`config.mk`:
```
export PLATFORM = sky130hd
export DESIGN_NAME = lsu
export DESIGN_NICKNAME = d
export VERILOG_FILES = /design/src/rtl/lsu_pkg.sv /design/src/rtl/lsu_align.sv /design/src/rtl/lsu.sv
export SDC_FILE = /design/constraint.sdc
export NUM_CORES = 1
export LEC_CHECK = 0
export CORE_MARGIN = 2
export CORE_UTILIZATION = 40
export DETAILED_ROUTE_END_ITERATION = 6
export PLACE_DENSITY = 0.81
export SLEW_MARGIN = 20
export SYNTH_ARGS = -nofsm -noshare
export SYNTH_HDL_FRONTEND = slang
export SYNTH_SLANG_ARGS = --single-unit
```
`constraint.sdc`:
```
create_clock -name CLK -period 4.4 [get_ports CLK]
set_input_delay 0.88 -clock CLK [delete_from_list [all_inputs] [get_ports CLK]]
set_output_delay 0.88 -clock CLK [all_outputs]
set_load 0.005 [all_outputs]
```
`src/rtl/lsu_pkg.sv`:
```
// Shared constants for the load/store unit: opcodes, FSM states, access sizes.
package lsu_pkg;

  localparam int unsigned DMEM_SIZE_DEF = 1024;

  localparam logic [5:0] OP_SPECIAL = 6'h00;
  localparam logic [5:0] OP_JAL     = 6'h03;
  localparam logic [5:0] OP_LB      = 6'h20;
  localparam logic [5:0] OP_LH      = 6'h21;
  localparam logic [5:0] OP_LW      = 6'h23;
  localparam logic [5:0] OP_LBU     = 6'h24;
  localparam logic [5:0] OP_LHU     = 6'h25;
  localparam logic [5:0] OP_SB      = 6'h28;
  localparam logic [5:0] OP_SH      = 6'h29;
  localparam logic [5:0] OP_SW      = 6'h2B;
  localparam logic [5:0] FN_JALR    = 6'h09;

  typedef enum logic [1:0] {
    ST_IDLE,
    ST_REQ,
    ST_WAIT_R,
    ST_DONE
  } state_t;

  typedef enum logic [1:0] {
    SZ_B,
    SZ_H,
    SZ_W
  } size_t;

endpackage

```
`src/rtl/lsu_align.sv`:
```
// Byte-lane steering: store byte enables / replicated data, load lane extract + extend.
module lsu_align
  import lsu_pkg::*;
(
  input  logic [1:0]  i_size,
  input  logic        i_signed,
  input  logic [1:0]  i_off,
  input  logic [31:0] i_st_data,
  input  logic [31:0] i_rdata,
  output logic [3:0]  o_be,
  output logic [31:0] o_wdata,
  output logic [31:0] o_ldata
);

  logic [31:0] w_shifted;

  assign w_shifted = i_rdata >> {i_off, 3'b000};

  // Lane enables and replication for stores, extraction and extension for loads.
  always_comb begin
    o_be    = '0;
    o_wdata = '0;
    o_ldata = '0;
    case (i_size)
      SZ_B: begin
        o_be    = 4'b0001 << i_off;
        o_wdata = {4{i_st_data[7:0]}};
        o_ldata = {{24{i_signed & w_shifted[7]}}, w_shifted[7:0]};
      end
      SZ_H: begin
        o_be    = 4'b0011 << i_off;
        o_wdata = {2{i_st_data[15:0]}};
        o_ldata = {{16{i_signed & w_shifted[15]}}, w_shifted[15:0]};
      end
      default: begin
        o_be    = '1;
        o_wdata = i_st_data;
        o_ldata = i_rdata;
      end
    endcase
  end

endmodule

```
`src/rtl/lsu.sv`:
```
// Load/store unit: decodes memory ops, drives a req/gnt/rvalid memory port and
// stalls the datapath until the access completes; also selects the writeback value.
module lsu
  import lsu_pkg::*;
#(
  parameter int unsigned DMEM_SIZE = DMEM_SIZE_DEF,
  parameter int unsigned ADDR_W    = $clog2(DMEM_SIZE)
) (
  input  logic              CLK,
  input  logic              RST,
  input  logic              Valid,
  input  logic [31:0]       Ins,
  input  logic [31:0]       Result,
  input  logic [31:0]       Rdata2,
  input  logic [31:0]       nextPC,
  output logic              Stall,
  output logic [31:0]       Wdata,
  output logic              AdrErr,
  output logic              MemReq,
  output logic              MemWe,
  output logic [3:0]        MemBe,
  output logic [ADDR_W-1:0] MemAdr,
  output logic [31:0]       MemWdata,
  input  logic              MemGnt,
  input  logic              MemRvalid,
  input  logic [31:0]       MemRdata
);

  state_t              r_state, w_next;
  logic                r_we;
  logic [3:0]          r_be;
  logic [ADDR_W-1:0]   r_adr;
  logic [31:0]         r_wdata;
  logic [31:0]         r_result;
  size_t               r_size;
  logic                r_signed;
  logic [1:0]          r_off;

  logic [5:0]  w_opcode;
  logic [5:0]  w_funct;
  logic        w_is_load;
  logic        w_is_store;
  logic        w_is_link;
  logic        w_misalign;
  logic        w_start;
  size_t       w_size;
  logic        w_signed;
  size_t       w_al_size;
  logic        w_al_signed;
  logic [1:0]  w_al_off;
  logic [3:0]  w_be;
  logic [31:0] w_st_data;
  logic [31:0] w_ld_data;
  logic        w_unused_bits;

  assign w_opcode      = Ins[31:26];
  assign w_funct       = Ins[5:0];
  assign w_unused_bits = ^{Ins[25:6], Result[31:ADDR_W+2]};

  // Instruction decode: access kind, size, signedness and alignment.
  always_comb begin
    w_is_load  = 1'b0;
    w_is_store = 1'b0;
    w_size     = SZ_W;
    w_signed   = 1'b0;
    case (w_opcode)
      OP_LB:  begin w_is_load  = 1'b1; w_size = SZ_B; w_signed = 1'b1; end
      OP_LH:  begin w_is_load  = 1'b1; w_size = SZ_H; w_signed = 1'b1; end
      OP_LW:  begin w_is_load  = 1'b1; w_size = SZ_W; end
      OP_LBU: begin w_is_load  = 1'b1; w_size = SZ_B; end
      OP_LHU: begin w_is_load  = 1'b1; w_size = SZ_H; end
      OP_SB:  begin w_is_store = 1'b1; w_size = SZ_B; end
      OP_SH:  begin w_is_store = 1'b1; w_size = SZ_H; end
      OP_SW:  begin w_is_store = 1'b1; w_size = SZ_W; end
      default: ;
    endcase
    w_misalign = ((w_size == SZ_H) && Result[0]) ||
                 ((w_size == SZ_W) && (Result[1:0] != 2'b00));
    w_is_link  = (w_opcode == OP_JAL) ||
                 ((w_opcode == OP_SPECIAL) && (w_funct == FN_JALR));
    w_start    = Valid && (w_is_load || w_is_store) && !w_misalign;
  end

  // One aligner serves both directions: live decode while idle (store lanes),
  // captured access type afterwards (load extraction).
  assign w_al_size   = (r_state == ST_IDLE) ? w_size       : r_size;
  assign w_al_signed = (r_state == ST_IDLE) ? w_signed     : r_signed;
  assign w_al_off    = (r_state == ST_IDLE) ? Result[1:0]  : r_off;

  lsu_align u_align (
    .i_size    (w_al_size),
    .i_signed  (w_al_signed),
    .i_off     (w_al_off),
    .i_st_data (Rdata2),
    .i_rdata   (MemRdata),
    .o_be      (w_be),
    .o_wdata   (w_st_data),
    .o_ldata   (w_ld_data)
  );

  // FSM state register.
  always_ff @(posedge CLK or negedge RST) begin
    if (!RST) r_state <= ST_IDLE;
    else      r_state <= w_next;
  end

  // Next-state, stall, address-error and writeback selection.
  always_comb begin
    w_next = r_state;
    Stall  = 1'b0;
    AdrErr = 1'b0;
    Wdata  = Result;
    case (r_state)
      ST_IDLE: begin
        if (Valid && (w_is_load || w_is_store)) begin
          if (w_misalign) begin
            AdrErr = 1'b1;
            Wdata  = '0;
          end else begin
            Stall  = 1'b1;
            w_next = ST_REQ;
          end
        end else if (Valid && w_is_link) begin
          Wdata = nextPC;
        end
      end
      ST_REQ: begin
        Stall = 1'b1;
        if (MemGnt) w_next = r_we ? ST_DONE : ST_WAIT_R;
      end
      ST_WAIT_R: begin
        Stall = 1'b1;
        if (MemRvalid) w_next = ST_DONE;
      end
      default: begin
        Wdata  = r_we ? Result : r_result;
        w_next = ST_IDLE;
      end
    endcase
  end

  // Request fields captured on accept; load data captured on rvalid.
  always_ff @(posedge CLK or negedge RST) begin
    if (!RST) begin
      r_we     <= 1'b0;
      r_be     <= '0;
      r_adr    <= '0;
      r_wdata  <= '0;
      r_result <= '0;
      r_size   <= SZ_W;
      r_signed <= 1'b0;
      r_off    <= '0;
    end else begin
      if (r_state == ST_IDLE && w_start) begin
        r_we     <= w_is_store;
        r_be     <= w_be;
        r_adr    <= Result[ADDR_W+1:2];
        r_wdata  <= w_st_data;
        r_size   <= w_size;
        r_signed <= w_signed;
        r_off    <= Result[1:0];
      end
      if (r_state == ST_WAIT_R && MemRvalid) r_result <= w_ld_data;
    end
  end

  assign MemReq   = (r_state == ST_REQ);
  assign MemWe    = r_we;
  assign MemBe    = r_be;
  assign MemAdr   = r_adr;
  assign MemWdata = r_wdata;

endmodule

```
# After elaboration in Yosys (flattened, before gate mapping)
# Cells that the tools add are included.
# W data, S select, Z words.
[totals] ff_bits=86 input_bits=165 out_inout_bits=82 wordCells=83
[classes] eq_ne=19 shifts=3 muxes=27 bitwise_logic=2 reduce_logical=23
[ops] op="$pmux W32 S2" n=3
[ops] op="$mux W32" n=4
[ops] op="$eq A6 B6 Y1 const B" n=8
[ops] op="$shr A32 B5 Y16" n=1
[ops] op="$mux W2" n=6
[ops] op="$mux W1" n=10
[ops] op="$reduce_or A3 Y1" n=3
[ops] op="$logic_and A1 B1 Y1" n=8
[ops] op="$pmux W4 S2" n=1
[ops] op="$eq A2 B1 Y1 const B" n=3
[ops] op="$eq A6 B2 Y1 const B" n=1
[ops] op="$eq A6 B4 Y1 const B" n=1
[ops] op="$logic_not A6 Y1" n=1
[ops] op="$ne A2 B2 Y1 const B" n=3
[ops] op="$pmux W2 S3" n=1
[ops] op="$reduce_or A5 Y1" n=1
[ops] op="$eq A2 B2 Y1 const B" n=2
[ops] op="$logic_not A2 Y1" n=2
[ops] op="$pmux W2 S2" n=1
[ops] op="$reduce_and A4 Y1" n=1
[ops] op="$reduce_or A2 Y1" n=2
[ops] op="$shl A1 B2 Y4 const A" n=1
[ops] op="$shl A2 B2 Y4 const A" n=1
[ops] op="$logic_or A1 B1 Y1" n=3
[ops] op="5 further kinds" n=6

# Depth between registers and ports, before layout
# Gate-level depths: netlist (run 1).
[depth] depth_word=9 ltp_mapped=11 depth_no_buf=7

# By module
# A second synthesis (run 1) with hierarchy kept.
[unflattened] cells_unflattened=579 hier_area_um2=6112.1
[modules_own_cells] module="lsu" instances=1 cells_per_inst=399 area_per_inst_um2=4947.2 seq_area_each_um2=2153.3
[modules_own_cells] module="lsu_align" instances=1 cells_per_inst=180 area_per_inst_um2=1164.9 seq_area_each_um2=0.0

# Worst setup path after synthesis (run 1)
# Ideal clock, no wire load.
[synth_path] path_kind="input to output" startpoint="input port Ins[31]" endpoint="output port Wdata[29]" arrival_ns=2.291 t_required_ns=3.520 setup_slack_ns=1.229 path_stages=7 n_path_buf=2 cell_sequence="nor2b_1 -> o2111ai_1 -> a21o_1 -> buf_2 -> a31oi_2 -> buf_2 -> a221o_1"
[synth_via] elab_chain_len=9 word_cells_on_any_way=31 classes_between="eq/ne: 11; mux: 7; reduce/logical: 13"
[synth_rtl] item="from (decl)" line="lsu.sv:12" text="input logic [31:0] Ins,"
[synth_rtl] item="$eq A6 B6 Y1" line="lsu.sv:66" text="case (w_opcode)"
[synth_rtl] item="$reduce_or A3 Y1 (no source line)"
[synth_rtl] item="$pmux W2 S2" line="lsu.sv:66"
[synth_rtl] item="$eq A2 B1 Y1 / $eq A2 B2 Y1 (equally long branches)" line="lsu.sv:77, lsu.sv:78"
[synth_rtl] item="$logic_and A1 B1 Y1 (on tied branches)" line="lsu.sv:77, lsu.sv:78"
[synth_rtl] item="$logic_or A1 B1 Y1" line="lsu.sv:77" text="w_misalign = ((w_size == SZ_H) && Result[0]) ||"
[synth_rtl] item="$mux W32" line="lsu.sv:116" text="if (w_misalign) begin"
[synth_rtl] item="$mux W32 (*)" line="lsu.sv:115" text="if (Valid && (w_is_load || w_is_store)) begin"
[synth_rtl] item="$pmux W32 S2 (*)" line="lsu.sv:113" text="case (r_state)"
[synth_rtl] item="to (decl)" line="lsu.sv:17" text="output logic [31:0] Wdata,"
# Mark *: on every way between the ends. The rest lies on a longest branch, timed or not.

# Worst setup path after layout (run 1)
[layout_path] startpoint="input port Ins[26]" endpoint="output port Wdata[4]"
# Same word-level chain as after synthesis.

==> results of run 1 <==
-- registers in the layout, indices dropped and copies added, names as in the netlist --
name	cells
MemWdata	32
MemAdr	10
r_size	2
MemBe	4
r_state	2
r_off	2
r_result	32
MemWe	1
r_signed	1
-- cells by family (layout without fill, tap and decap cells) --
family | after synthesis | after routing | share of synthesized area
adder cells (fa/ha/maj) | 4 | 4 | 0.009342
AND/OR/NAND/NOR | 146 | 146 | 0.1394
multiplexers | 83 | 83 | 0.1667
flip-flops | 86 | 86 | 0.4019
buffers and inverters | 56 | 262 | 0.04694
AO/OA/AOI/OAI | 180 | 180 | 0.2356
-- worst paths after layout --
| path | startpoint | to | slack (ns) | cells past startpoint |
|---|---|---|---|---|
| worst min-delay path | MemWdata[13]$_DFFE_PN0P_ | MemWdata[13]$_DFFE_PN0P_ | 0.47 | 2 |
| worst max-delay path | Ins[26] | Wdata[4] | 0.17 | 8 |
| min in group asynchronous | RST | MemAdr[0]$_DFFE_PN0P_ | 0.60 | 1 |
| max in group asynchronous | RST | MemWe$_DFFE_PN0P_ | 3.20 | 1 |
| worst max register to register | r_state[1]$_DFFE_PN0P_ | r_result[24]$_DFFE_PN0P_ | 1.08 | 8 |
| worst min register to register | MemWdata[13]$_DFFE_PN0P_ | MemWdata[13]$_DFFE_PN0P_ | 0.47 | 2 |
-- cells in the mapped netlist (5+ instances only) --
cell type | instances | area, um^2
o21ai_0 | 40 | 200.2
mux2_2 | 37 | 416.7
a221o_1 | 32 | 320.3
a31oi_1 | 5 | 31.28
dfrtp_1 | 85 | 2127
nor2_1 | 40 | 150.1
a2bb2oi_1 | 7 | 61.31
o22ai_1 | 7 | 43.79
clkbuf_1 | 27 | 101.4
mux2i_1 | 44 | 440.4
buf_2 | 14 | 70.07
a211o_1 | 8 | 70.07
inv_1 | 8 | 30.03
a22oi_1 | 8 | 60.06
nor4b_1 | 13 | 113.9
nand2_1 | 50 | 187.7
a222oi_1 | 8 | 80.08
nor2b_1 | 21 | 131.4
a21oi_1 | 48 | 240.2
-- layer usage --
layer	vias to the layer above	part of all wire	track usage	wire length [um]
met2	238	0.48	0.4314	8680
met4	0	0.017	0.06912	302
met3	26	0.10	0.08508	1802
met5	-	0	0	0
li1	2505	-	-	-
met1	2530	0.40	0.3095	7279
-- cell type report --
type	count	area (um^2)	area share
inverter	8	30.03	0.003709
clock inverter	3	68.82	0.008501
timing repair buffer	240	2394	0.2957
tap	176	220.2	0.02720
multi-input combinational	413	2985	0.3688
clock buffer	11	242.7	0.02998
sequential	86	2155	0.2662
-- worst max-delay path, cell delays in order --
cell	delay [ns]
clkdlybuf4s50_1	0.56
nor4_1	0.33
a22oi_1	0.14
o211ai_1	0.29
a31oi_4	0.13
buf_12	0.18
a221o_1	0.38
clkdlybuf4s50_1	0.46
-- cells in the final DEF (no fill, tap or decap), drive strengths merged, types with 2 or more instances in the layout --
| cell type | count |
|---|---|
| nor4b | 13 |
| inv | 9 |
| bufinv | 2 |
| mux2i | 45 |
| nor3 | 2 |
| a31oi | 6 |
| nor2b | 21 |
| a2bb2oi | 7 |
| a22oi | 8 |
| and2 | 5 |
| clkdlybuf4s50 | 225 |
| o21ai | 42 |
| dfrtp | 85 |
| ha | 4 |
| buf | 15 |
| a211o | 8 |
| mux2 | 37 |
| nand2 | 50 |
| nand3 | 3 |
| a21oi | 49 |
| clkbuf | 11 |
| o22ai | 7 |
| nor3b | 2 |
| or2 | 2 |
| a222oi | 8 |
| nor2 | 40 |
| nor4 | 3 |
| o211ai | 2 |
| a221o | 32 |
-- power by group --
part,internal (mW),switching (mW)
Clock,0.509,0.309
Sequential,1.11,0.196
Combinational,1.58,1.30
Total,3.20,1.80
-- stage by stage --
stage / worst slack (ns) / cell area (um^2) / util / cells / hold WS [ns]
after CTS: 0.1720 / 8084 / 0.6153 / 937 / 0.4832
after floorplan: 1.229 / 5358 / - / 555 / 0.4492
after global placement: 0.2051 / 7772 / 0.5916 / 923 / 0.4604
final: 0.1709 / 8095 / 0.6162 / 937 / 0.4750
after detailed placement: 0.1552 / 7772 / 0.5916 / 923 / 0.4700
after global routing: 0.02805 / 8095 / 0.6162 / 937 / 0.5045
==> impl_metrics.env, run 1 <==
export IMPL_max_freq_mhz=236.5
export IMPL_grt_pass1_vias=5450
export IMPL_postCtsResizedCells=0
export IMPL_coreArea_mm2=0.01314
export IMPL_fin_skew_ns=0.004396
export IMPL_tightest_slew_ns=0.9551
export IMPL_p_leak_nw=3.328
export IMPL_htreeDepth=3
export IMPL_endpoint_kind="primary output"
export IMPL_wl_per_cell_um=19.28
export IMPL_synthArstFlopShare=1.000
export IMPL_maxCapViolCount=0
export IMPL_portBuffers=226
export IMPL_cts_buffers=9
export IMPL_grt_usage=0.2543
export IMPL_first_pass_iters=5
export IMPL_fin_nets=927
export IMPL_grt_pass1_wl_um=28900
export IMPL_syn_inst=555
export IMPL_syn_nets=724
export IMPL_vias=5299
export IMPL_place_congestion=0.8922
export IMPL_timing_worst_setup_path_type="input pin to primary output"
export IMPL_power_density_mw_per_mm2=617.8
export IMPL_wl_um=18070
export IMPL_die_area_mm2=0.01434
export IMPL_min_path_type="flip-flop to flip-flop"
export IMPL_antenna_found_initial=0
export IMPL_die_h_um=119.7
export IMPL_via_per_inst=5.655
export IMPL_cts_clk_slew_worst_paths_ns=0.06
export IMPL_initial_core_util=0.4078
export IMPL_grt_setup_unrepaired="no"
export IMPL_p_total_mw=5.001
export IMPL_drc=0
export IMPL_peakVddDrop_mv=0.3335
export IMPL_row_count=42
export IMPL_drv_slew=0
export IMPL_crit_fanout=32
export IMPL_cp_arrival_ns=3.35
export IMPL_globalRoute_totalOverflow=0
export IMPL_drt_iter0_drc=354
export IMPL_critPathLaunchType="input pin"
export IMPL_setup_tns_ns=0
export IMPL_status="finished clean"
export IMPL_ys_ff_latch=86
export IMPL_setup_viol=0
export IMPL_drive_gt1_frac=0.1051
export IMPL_syn_area_mm2=0.005358
export IMPL_timing_final_hold_violations=0
export IMPL_timing_final_crit_share=0.9612
export IMPL_ctsHoldBuffers=0
export IMPL_antenna_cells=0
export IMPL_ys_flop_type="dfrtp_1"
export IMPL_cts_tree="done"
export IMPL_ys_types=57
export IMPL_dpl_hpwl_um=13180
export IMPL_grt_max_degree=87
export IMPL_required_ns=3.52
export IMPL_cts_root_buf="clkbuf_16"
export IMPL_yosysWarnings=0
export IMPL_syn_avg_cell_area_um2=9.653
export IMPL_ys_seq_area_frac=0.4019
export IMPL_ant_nets=0
export IMPL_finalCriticalPeriod_ns=4.229
export IMPL_area_delta_synth_final_pct=51.10
export IMPL_fillCellCount=1093
export IMPL_clk_path_buf_depth=2
export IMPL_synth_edff_count=0
export IMPL_fp_dieW_um=119.7
export IMPL_cts_sinks=86
export IMPL_slew_headroom=0.3617
export IMPL_postCtsSetupBuffers=0
export IMPL_clock_insertion_delay_worst_skew_ns=0.34
export IMPL_io_pins=247
Note: power is estimated with default switching activity, not from simulation.
==> run 2, diff against run 1 <==
--- a/config.mk
+++ b/config.mk
@@ -6,9 +6,9 @@
 export NUM_CORES = 1
 export LEC_CHECK = 0
 export CORE_MARGIN = 2
-export CORE_UTILIZATION = 40
+export CORE_UTILIZATION = 46
 export DETAILED_ROUTE_END_ITERATION = 6
-export PLACE_DENSITY = 0.81
+export PLACE_DENSITY = 0.91
 export SLEW_MARGIN = 20
 export SYNTH_ARGS = -nofsm -noshare
 export SYNTH_HDL_FRONTEND = slang
==> run 2 against run 1 <==
Register-to-register slack better by 0.33 ns. Largest cell class unchanged. Power decreased by 0.80%. Via count rose by 4.4%. Highest routed layer unchanged. First-iteration DRC count grew 21%. Critical path type unchanged. Combinational power about the same. Global-route usage increased by 3.4 points.
==> impl_metrics.env, run 2 (synthesized netlist as in run 1, its figures left out) <==
export IMPL_status="finished clean"
export IMPL_vias=5532
export IMPL_initial_core_util=0.4712
export IMPL_postCtsSetupBuffers=0
export IMPL_final_common_cell="clkdlybuf4s50_1"
export IMPL_final_cell_mix="225 x clkdlybuf4s50_1, 84 x dfrtp_1, 50 x nand2_1, 48 x a21oi_1, 44 x mux2i_1"
export IMPL_first_pass_iters=5
export IMPL_rr_endpoint="r_result[27]$_DFFE_PN0P_"
export IMPL_setup_tns_ns=0
export IMPL_multiInputGateArea_mm2=0.002984
export IMPL_htreeDepth=3
export IMPL_area_delta_synth_final_pct=49.98
export IMPL_maxCapViolCount=0
export IMPL_cts_buffers=9
export IMPL_worst_path_stages=8
export IMPL_grt_setup_unrepaired="no"
export IMPL_whs_ns=0.4786
export IMPL_drc=0
export IMPL_setup_viol=0
export IMPL_seq_area_mm2=0.002155
export IMPL_grt_pass1_vias=5694
export IMPL_drive_gt1_frac=0.1086
export IMPL_cts_tree="done"
export IMPL_critPathTopFamily="buffers and inverters"
export IMPL_reg2regPathDepth=8
export IMPL_max_freq_mhz=235.0
export IMPL_post_place_ws_ns=0.1631
export IMPL_die_h_um=111.9
export IMPL_fin_nets=928
export IMPL_p_seq_frac=0.264
export IMPL_grt_max_degree=73
export IMPL_required_ns=3.52
export IMPL_slew_headroom=0.3215
export IMPL_drt_iter0_drc=430
export IMPL_pwr_share_comb=0.582
export IMPL_antenna_cells=0
export IMPL_timing_final_hold_violations=0
export IMPL_drv_slew=0
export IMPL_dpl_hpwl_um=13480
export IMPL_min_path_type="flip-flop to flip-flop"
export IMPL_tightest_slew_ns=1.015
export IMPL_via_per_inst=6.099
export IMPL_endpoint_kind="primary output"
export IMPL_place_congestion=0.9096
export IMPL_fp_dieW_um=111.9
export IMPL_intPower_mw=3.124
export IMPL_power_switching_share=0.3703
export IMPL_p_sw_mw=1.837
export IMPL_wl_per_cell_um=20.26
export IMPL_wl_um=18370
export IMPL_power_density_mw_per_mm2=617.4
export IMPL_cts_sinks=86
export IMPL_endpoint="Wdata[25]"
export IMPL_grt_usage=0.2879
export IMPL_row_count=39
export IMPL_clk_path_buf_depth=2
export IMPL_p_total_mw=4.961
export IMPL_timing_final_crit_share=0.9672
export IMPL_p_clk_frac=0.154
export IMPL_grt_pass1_wl_um=29120
export IMPL_fillCellCount=852
export IMPL_path_buf_inv=3
export IMPL_peakVddDrop_mv=0.3200
export IMPL_fin_cells=907
export IMPL_fin_skew_ns=0.009074
export IMPL_coreArea_mm2=0.01137
export IMPL_cts_root_buf="clkbuf_16"
export IMPL_place_inst=891
export IMPL_finalInstanceArea_mm2=0.008035
export IMPL_ant_nets=0
export IMPL_clock_insertion_delay_worst_skew_ns=0.34
export IMPL_path_cells="clkdlybuf4s50_1 -> nor4_1 -> nand2_1 -> or2_0 -> buf_4 -> nor4b_1 -> a221o_1 -> clkdlybuf4s50_1"
export IMPL_p_leak_nw=3.320
export IMPL_setup_worst_path_start="Ins[28]"
export IMPL_finalCriticalPeriod_ns=4.256
export IMPL_cp_slowest_cell="clkdlybuf4s50_1"
export IMPL_final_core_util=0.7067
export IMPL_cp_common_cell="clkdlybuf4s50_1"
export IMPL_crit_fanout=12
export IMPL_critPathLaunchType="input pin"
export IMPL_io_pins=247
export IMPL_portBuffers=226
export IMPL_min_from="MemWdata[16]$_DFFE_PN0P_"
export IMPL_die_area_mm2=0.01253
export IMPL_antenna_found_initial=0
export IMPL_cp_arrival_ns=3.38
export IMPL_cts_clk_slew_worst_paths_ns=0.06
export IMPL_timing_worst_setup_path_type="input pin to primary output"
export IMPL_dpl_instance_area_mm2=0.007739
export IMPL_fin_ws_ns=0.1443
export IMPL_r2r_start="r_state[1]$_DFFE_PN0P_"
export IMPL_slowest_delay_ns=0.50
export IMPL_ff2ff_setup_slack_ns=1.41
export IMPL_globalRoute_totalOverflow=0
## run 2: changes by cell type in the layout (fill, tap and decap cells not counted), sizes merged
cell      change
bufinv        -1
clkbuf        -1
clkinv        +3
clkinvlp      +1
buf           +1
## run 2: how the worst min path moves through the flow
stage	cells after the start	to
after floorplan	2	r_result[7]$_DFFE_PN0P_
after global placement	2	MemWdata[14]$_DFFE_PN0P_
after detailed placement	2	MemWdata[16]$_DFFE_PN0P_
after CTS	2	MemWdata[16]$_DFFE_PN0P_
after global routing	2	MemWdata[15]$_DFFE_PN0P_
final	2	MemWdata[16]$_DFFE_PN0P_
## run 2: layout make-up
cell class / count / share of cell area
sequential: 86 / 0.2681
timing repair buffer: 241 / 0.2983
multi-input combinational: 413 / 0.3714
inverter: 8 / 0.003737
tap: 143 / 0.02227
clock buffer: 10 / 0.02850
clock inverter: 6 / 0.007630
## run 2: layer usage
metal	track usage	part of all wire
met2	0.4828	0.49
met5	0	0
met3	0.09418	0.10
met4	0.1004	0.023
met1	0.3491	0.38
## run 2: timing repair
| action | 4_1_cts | 5_1_grt |
|---|---|---|
| resized for setup | 0 | 1 |
| hold buffers | 0 | 0 |
| endpoints found under the setup margin | 0 | 1 |
## run 2: tightest hold or removal path, stage by stage, from the launching register on
cell and delay [ns]:
dfrtp_1 0.34, nand2_1 0.04, o21ai_0 0.06
## run 2: power by group through the flow
stage | sequential, mW | combinational (mW) | clock (mW)
final | 1.31 | 2.89 | 0.765
after global routing | 1.34 | 3.12 | 0.805
after CTS | 1.31 | 2.88 | 0.772
after floorplan | 1.27 | 1.54 | 0
after global placement | 1.30 | 2.77 | 0
after detailed placement | 1.32 | 2.86 | 0
